--- config.mk ---
export PLATFORM = sky130hd
export DESIGN_NAME = gf_mul_digit_serial_flat
export DESIGN_NICKNAME = d
export VERILOG_FILES = /design/src/rtl/gf_mul_digit_serial_if.sv /design/src/rtl/gf_mul_digit_serial.sv /design/src/flat_wrapper.sv
export SDC_FILE = /design/constraint.sdc
export NUM_CORES = 2
export LEC_CHECK = 0
export BUFFER_PORTS_ARGS = -buffer_cell sky130_fd_sc_hd__buf_4
export CORE_MARGIN = 5
export CORE_UTILIZATION = 60
export CTS_BUF_LIST = sky130_fd_sc_hd__clkbuf_4 sky130_fd_sc_hd__clkbuf_8 sky130_fd_sc_hd__clkbuf_16
export CTS_CLUSTER_SIZE = 8
export DETAILED_ROUTE_END_ITERATION = 16
export GPL_TIMING_DRIVEN = 0
export PLACE_DENSITY = 0.84
export REMOVE_ABC_BUFFERS = 1
export SYNTH_ARGS = -nofsm -noshare
export SYNTH_HDL_FRONTEND = slang
export SYNTH_SLANG_ARGS = --single-unit
--- constraint.sdc ---
create_clock -name clk -period 2.95 [get_ports clk]
set_input_delay 0.59 -clock clk [delete_from_list [all_inputs] [get_ports clk]]
set_output_delay 0.59 -clock clk [all_outputs]
set_load 0.02 [all_outputs]
--- src/rtl/gf_mul_digit_serial_if.sv ---
// Operand/result handshake bundle for the digit-serial GF(2^WIDTH) multiplier.
interface gf_mul_digit_serial_if #(
  parameter int unsigned WIDTH = 128
);
  logic             in_valid;
  logic             in_ready;
  logic             mode;
  logic [WIDTH-1:0] a;
  logic [WIDTH-1:0] b;
  logic             flush;
  logic             out_valid;
  logic             out_ready;
  logic [WIDTH-1:0] result;
  logic             busy;

  modport master (
    output in_valid, mode, a, b, flush, out_ready,
    input  in_ready, out_valid, result, busy
  );

  modport slave (
    input  in_valid, mode, a, b, flush, out_ready,
    output in_ready, out_valid, result, busy
  );
endinterface

--- src/rtl/gf_mul_digit_serial.sv ---
// Digit-serial GF(2^WIDTH) multiplier, MSB-first Horner over b, DIGIT bits per
// cycle. Constant latency of WIDTH/DIGIT + 1 cycles; optional GCM bit order.
module gf_mul_digit_serial #(
  parameter int unsigned      WIDTH = 128,
  parameter int unsigned      DIGIT = 8,
  parameter logic [WIDTH-1:0] POLY  = WIDTH'(128'h87)
) (
  input  logic                 clk,
  input  logic                 rst_n,
  gf_mul_digit_serial_if.slave bus
);

  localparam int unsigned     STEPS    = WIDTH / DIGIT;
  localparam int unsigned     CNT_W    = (STEPS > 1) ? $clog2(STEPS) : 1;
  localparam logic [CNT_W-1:0] CNT_LAST = CNT_W'(STEPS - 1);

  typedef enum logic [1:0] {
    IDLE = 2'd0,
    BUSY = 2'd1,
    DONE = 2'd2
  } state_e;

  state_e           state_q, state_d;
  logic [WIDTH-1:0] acc_q, acc_d;
  logic [WIDTH-1:0] a_q, a_d;
  logic [WIDTH-1:0] b_q, b_d;
  logic [WIDTH-1:0] result_q, result_d;
  logic [CNT_W-1:0] cnt_q, cnt_d;
  logic             mode_q, mode_d;
  logic             in_ready_q, in_ready_d;
  logic             out_valid_q, out_valid_d;
  logic             busy_q, busy_d;

  logic [DIGIT-1:0] digit_c;
  logic [WIDTH-1:0] step_c;

  // Multiply by x modulo P; the x^WIDTH carry folds back as POLY.
  function automatic logic [WIDTH-1:0] xtime(input logic [WIDTH-1:0] v);
    return {v[WIDTH-2:0], 1'b0} ^ (v[WIDTH-1] ? POLY : '0);
  endfunction

  // Bit reversal converts between GCM order and polynomial order.
  function automatic logic [WIDTH-1:0] bitrev(input logic [WIDTH-1:0] v);
    logic [WIDTH-1:0] r;
    r = '0;
    for (int i = 0; i < WIDTH; i++) r[i] = v[WIDTH-1-i];
    return r;
  endfunction

  assign digit_c = b_q[WIDTH-1 -: DIGIT];

  // One Horner step: acc*x^DIGIT + a*digit, reduced one bit at a time.
  always_comb begin
    step_c = acc_q;
    for (int i = DIGIT - 1; i >= 0; i--) begin
      step_c = xtime(step_c) ^ (digit_c[i] ? a_q : '0);
    end
  end

  // Next-state, datapath update and registered output decode.
  always_comb begin
    state_d  = state_q;
    acc_d    = acc_q;
    a_d      = a_q;
    b_d      = b_q;
    cnt_d    = cnt_q;
    mode_d   = mode_q;
    result_d = result_q;

    unique case (state_q)
      IDLE: begin
        if (bus.in_valid) begin
          state_d = BUSY;
          a_d     = bus.mode ? bitrev(bus.a) : bus.a;
          b_d     = bus.mode ? bitrev(bus.b) : bus.b;
          mode_d  = bus.mode;
          acc_d   = '0;
          cnt_d   = '0;
        end
      end
      BUSY: begin
        acc_d = step_c;
        b_d   = b_q << DIGIT;
        cnt_d = cnt_q + CNT_W'(1);
        if (cnt_q == CNT_LAST) begin
          state_d  = DONE;
          result_d = mode_q ? bitrev(step_c) : step_c;
        end
      end
      DONE: begin
        if (bus.out_ready) state_d = IDLE;
      end
      default: state_d = IDLE;
    endcase

    // Abort overrides every transition, including an accept in IDLE.
    if (bus.flush) begin
      state_d = IDLE;
      acc_d   = '0;
    end

    in_ready_d  = (state_d == IDLE);
    out_valid_d = (state_d == DONE);
    busy_d      = (state_d != IDLE);
  end

  // State and datapath registers.
  always_ff @(posedge clk or negedge rst_n) begin
    if (!rst_n) begin
      state_q     <= IDLE;
      acc_q       <= '0;
      a_q         <= '0;
      b_q         <= '0;
      cnt_q       <= '0;
      mode_q      <= 1'b0;
      result_q    <= '0;
      in_ready_q  <= 1'b1;
      out_valid_q <= 1'b0;
      busy_q      <= 1'b0;
    end else begin
      state_q     <= state_d;
      acc_q       <= acc_d;
      a_q         <= a_d;
      b_q         <= b_d;
      cnt_q       <= cnt_d;
      mode_q      <= mode_d;
      result_q    <= result_d;
      in_ready_q  <= in_ready_d;
      out_valid_q <= out_valid_d;
      busy_q      <= busy_d;
    end
  end

  assign bus.in_ready  = in_ready_q;
  assign bus.out_valid = out_valid_q;
  assign bus.busy      = busy_q;
  assign bus.result    = result_q;

endmodule
--- src/flat_wrapper.sv ---
// flat-port wrapper written by rule: the top's interface ports become plain ports
module gf_mul_digit_serial_flat 
#(
  parameter int unsigned      WIDTH = 128,
  parameter int unsigned      DIGIT = 8,
  parameter logic [WIDTH-1:0] POLY  = WIDTH'(128'h87)
)
  (clk, rst_n, bus_in_valid, bus_mode, bus_a, bus_b, bus_flush, bus_out_ready, bus_in_ready, bus_out_valid, bus_result, bus_busy);
  gf_mul_digit_serial_if #(.WIDTH(WIDTH)) bus_i ();
  input  logic clk;
  input  logic rst_n;
  input wire logic [$bits(bus_i.in_valid)-1:0] bus_in_valid;
  input wire logic [$bits(bus_i.mode)-1:0] bus_mode;
  input wire logic [$bits(bus_i.a)-1:0] bus_a;
  input wire logic [$bits(bus_i.b)-1:0] bus_b;
  input wire logic [$bits(bus_i.flush)-1:0] bus_flush;
  input wire logic [$bits(bus_i.out_ready)-1:0] bus_out_ready;
  output wire logic [$bits(bus_i.in_ready)-1:0] bus_in_ready;
  output wire logic [$bits(bus_i.out_valid)-1:0] bus_out_valid;
  output wire logic [$bits(bus_i.result)-1:0] bus_result;
  output wire logic [$bits(bus_i.busy)-1:0] bus_busy;
  assign bus_i.in_valid = bus_in_valid;
  assign bus_i.mode = bus_mode;
  assign bus_i.a = bus_a;
  assign bus_i.b = bus_b;
  assign bus_i.flush = bus_flush;
  assign bus_i.out_ready = bus_out_ready;
  assign bus_in_ready = bus_i.in_ready;
  assign bus_out_valid = bus_i.out_valid;
  assign bus_result = bus_i.result;
  assign bus_busy = bus_i.busy;
  gf_mul_digit_serial #(.WIDTH(WIDTH), .DIGIT(DIGIT), .POLY(POLY)) u_core (.clk(clk), .rst_n(rst_n), .bus(bus_i));
endmodule
==> metrics.txt <==
synthesized netlist cell count 4567; register area share after synthesis 0.3495; CTS H-tree depth 3; Netlist cell types 39; Final nets 4934; VDD IR max 0.0004531 V; clk buf depth 3; Max-Cap Viols 0; type of the most critical hold path input pin to asynchronous set/reset pin; clock skew 0.02632 ns; crit-path cells buf_16 -> nand2_1 -> xor2_1 -> xnor3_1 -> xor2_2 -> xnor2_1 -> a222oi_1 -> inv_1; Worst-Skew Late Latency 0.61 ns; Avg WL per Cell 20.35 um; Leakage 18.89 nW; CTS Hold Bufs 0; Initial Utilization 0.6057; TritonCTS Sinks 522; CP Launch Type flop; worst-path fanout max 72; CTS tree done; core area 61710 um^2; Final Core Density 0.6989; Die H 259.6 um; Reg area 13100 um^2; worst reg2reg setup slack 0.08 ns; reg2reg start u_core.b_q[123]; area of the multi-input gates 22670 um^2; CP delay by family, top XOR/XNOR gates; Req. time, crit path 3.42 ns; endpoints failing hold 2; Worst Tran Pin Value 0.9380 ns; Synth top area share 0.3488; Total GRT Usage 0.3195; minimum clock period 2.871 ns; Root Buffer clkbuf_16; outcome finished, violations left; hold slack -0.008850 ns; CP Capture Type flop; Synth area leaders dfrtp_1 35%, xnor2_1 18%, nand2_1 14%; DRT antenna net count 0; vias in the first global route 32040; Slew Viols, Final 0; Place WS -0.3054 ns; total clock buffers created by CTS 75; layout cells sized above 1 0.1232; Pre-antenna DRT Iters 8; Critical Path AT 3.34 ns; count of boundary I/O pins 393; DRT iter0 DRCs 3784; FF-to-FF path depth 8; crit path kind flop to flop; failing checks hold timing; via count 32730; CP peak stage delay 0.67 ns; Cell Rows 91; leading area contributor after synthesis dfrtp_1; unrepaired setup endpoints after global routing false; Tcrit/Tclk final 0.9732; placed instance count 5413; Ys Warns 0; average size of a mapped cell 8.185 um^2; port bufs 392; Slew HR 0.3734; wirelength, routed 112.6 mm; flops & latches, synth 522; post-DP HPWL 72.22 mm; Netlist Area Pre-Place 37380 um^2; Reg2Reg Capture Point u_core.bus.result[124]; Synth-to-Final Area Change 15.39%; initial antenna violation count 4; endpoints failing setup 0; die footprint 67390 um^2; WP buf/inv 2; Max Freq 348.3 MHz; grt ovf 0; first-pass GRT wire length 175.1 mm; Final Worst Setup Slack 0.07893 ns; CP max-delay cell dfrtp_4; fin cells 5534; Vias/cell 5.915; Die W 259.6 um; DRC 0; Fill cells 4710; Clk pin slew, worst setup/hold paths 0.05 ns; pwr dens 786.6 nW/um^2; gp weighted congestion 0.8735; largest net degree at the start of global routing 120
[stage by stage]
step	area (um^2)	setup TNS, ns	total power (W)
4_1_cts	42930	0	0.03351
6_report	43130	0	0.03393
5_1_grt	43130	0	0.03549
3_3_place_gp	39660	-9140.30	0.02493
3_5_place_dp	40710	-5.824	0.02515
2_1_floorplan	35670	-4105.83	0.02055
[Yosys cell counts, drive strengths merged]
library cell	n
a22oi	10
nand2b	2
dfrtp	521
clkbuf	273
o31ai	4
a21oi	127
nand4	1
buf	149
nand3	1
inv	4
o21bai	1
ha	1
a31oi	4
and3	1
nor2b	2
a22o	122
dfstp	1
a222oi	2
xnor3	10
xnor2	765
o21ai	388
mux2	2
nor2	135
nand2	1418
mux2i	358
and2	4
nor3b	1
a211oi	1
xor3	1
xor2	258
[layer usage]
metal	global-route usage	vias to the layer above	wire length, um
li1	-	14810	-
met1	0.4259	15630	43160
met2	0.5036	1893	51240
met3	0.06320	396	12210
met4	0.1535	0	5988
met5	0	-	0
[placed cells by master (no fill, tap or decap), drive strengths merged, types with 2 or more instances in the layout]
master	netlist	routed
a21oi	127	127
a222oi	2	2
a22o	122	122
a22oi	10	10
a31oi	4	4
and2	4	4
buf	149	446
clkbuf	273	96
dfrtp	521	521
diode	0	4
inv	4	9
mux2	2	2
mux2i	358	358
nand2	1418	1418
nand2b	2	2
nor2	135	135
nor2b	2	3
o21ai	388	388
o31ai	4	4
xnor2	765	765
xnor3	10	10
xor2	258	258
[registers in the layout (all words and copies together) (netlist names)]
signal / count
u_core.a_q: 128
u_core.acc_q: 128
u_core.b_q: 128
u_core.bus.busy: 1
u_core.bus.in_ready: 1
u_core.bus.out_valid: 1
u_core.bus.result: 128
u_core.cnt_q: 4
u_core.mode_q: 1
u_core.state_q: 2
[worst max path at each step]
stage                       from                endpoint  slack (ns)  cells past startpoint
2_1_floorplan  u_core.state_q[0]   u_core.bus.result[10]      -14.66                      5
3_3_place_gp   u_core.state_q[0]    u_core.bus.result[5]      -24.51                      5
3_5_place_dp     u_core.b_q[126]  u_core.bus.result[120]       -0.31                      8
4_1_cts          u_core.b_q[125]  u_core.bus.result[124]       0.007                      9
5_1_grt          u_core.b_q[121]         u_core.acc_q[2]        0.02                      9
6_report         u_core.b_q[123]  u_core.bus.result[124]        0.08                      8
[logic make-up (layout without fill, tap and decap cells)]
logic type	count (synthesis)	count (layout)	share of synthesized area
multiplexers	360	360	0.09647
AND/OR/NAND/NOR	1565	1566	0.1580
XOR/XNOR	1034	1034	0.2476
buffers and inverters	426	551	0.04616
flip-flops	522	522	0.3495
adder cells (fa/ha/maj)	1	1	0.0003347
AO/OA/AOI/OAI	659	659	0.1020
other	0	4	0
[area by class of cell]
cell class,instances,area share
diodes,4,0.0002321
well taps,837,0.02428
inverters,4,0.0004061
clock inverters,5,0.001276
repair buffers,448,0.09683
flip-flops and latches,522,0.3037
multi-input cells,3620,0.5255
clock buffers,94,0.04778
[power by group]
part	total (W)	switching, W	leakage (nW)	internal [W]
logic	0.0159	0.00912	11.0	0.00679
clock network	0.00811	0.00326	1.06	0.00485
registers	0.00991	0.00171	6.81	0.00820
total	0.0339	0.0141	18.9	0.0198
[repair_timing]
action / 4_1_cts / 5_1_grt
gates cloned: 0 / 2
gates resized for setup: 1 / 3
setup buffers: 6 / 10
setup endpoints to repair: 30 / 56
[worst register-to-register path, stage by stage (launching register included)]
cell	delay, ns
dfrtp_4	0.67
buf_16	0.35
nand2_1	0.21
xor2_1	0.17
xnor3_1	0.54
xor2_2	0.21
xnor2_1	0.20
a222oi_1	0.33
inv_1	0.07
Power figures use the tool's default switching activity.
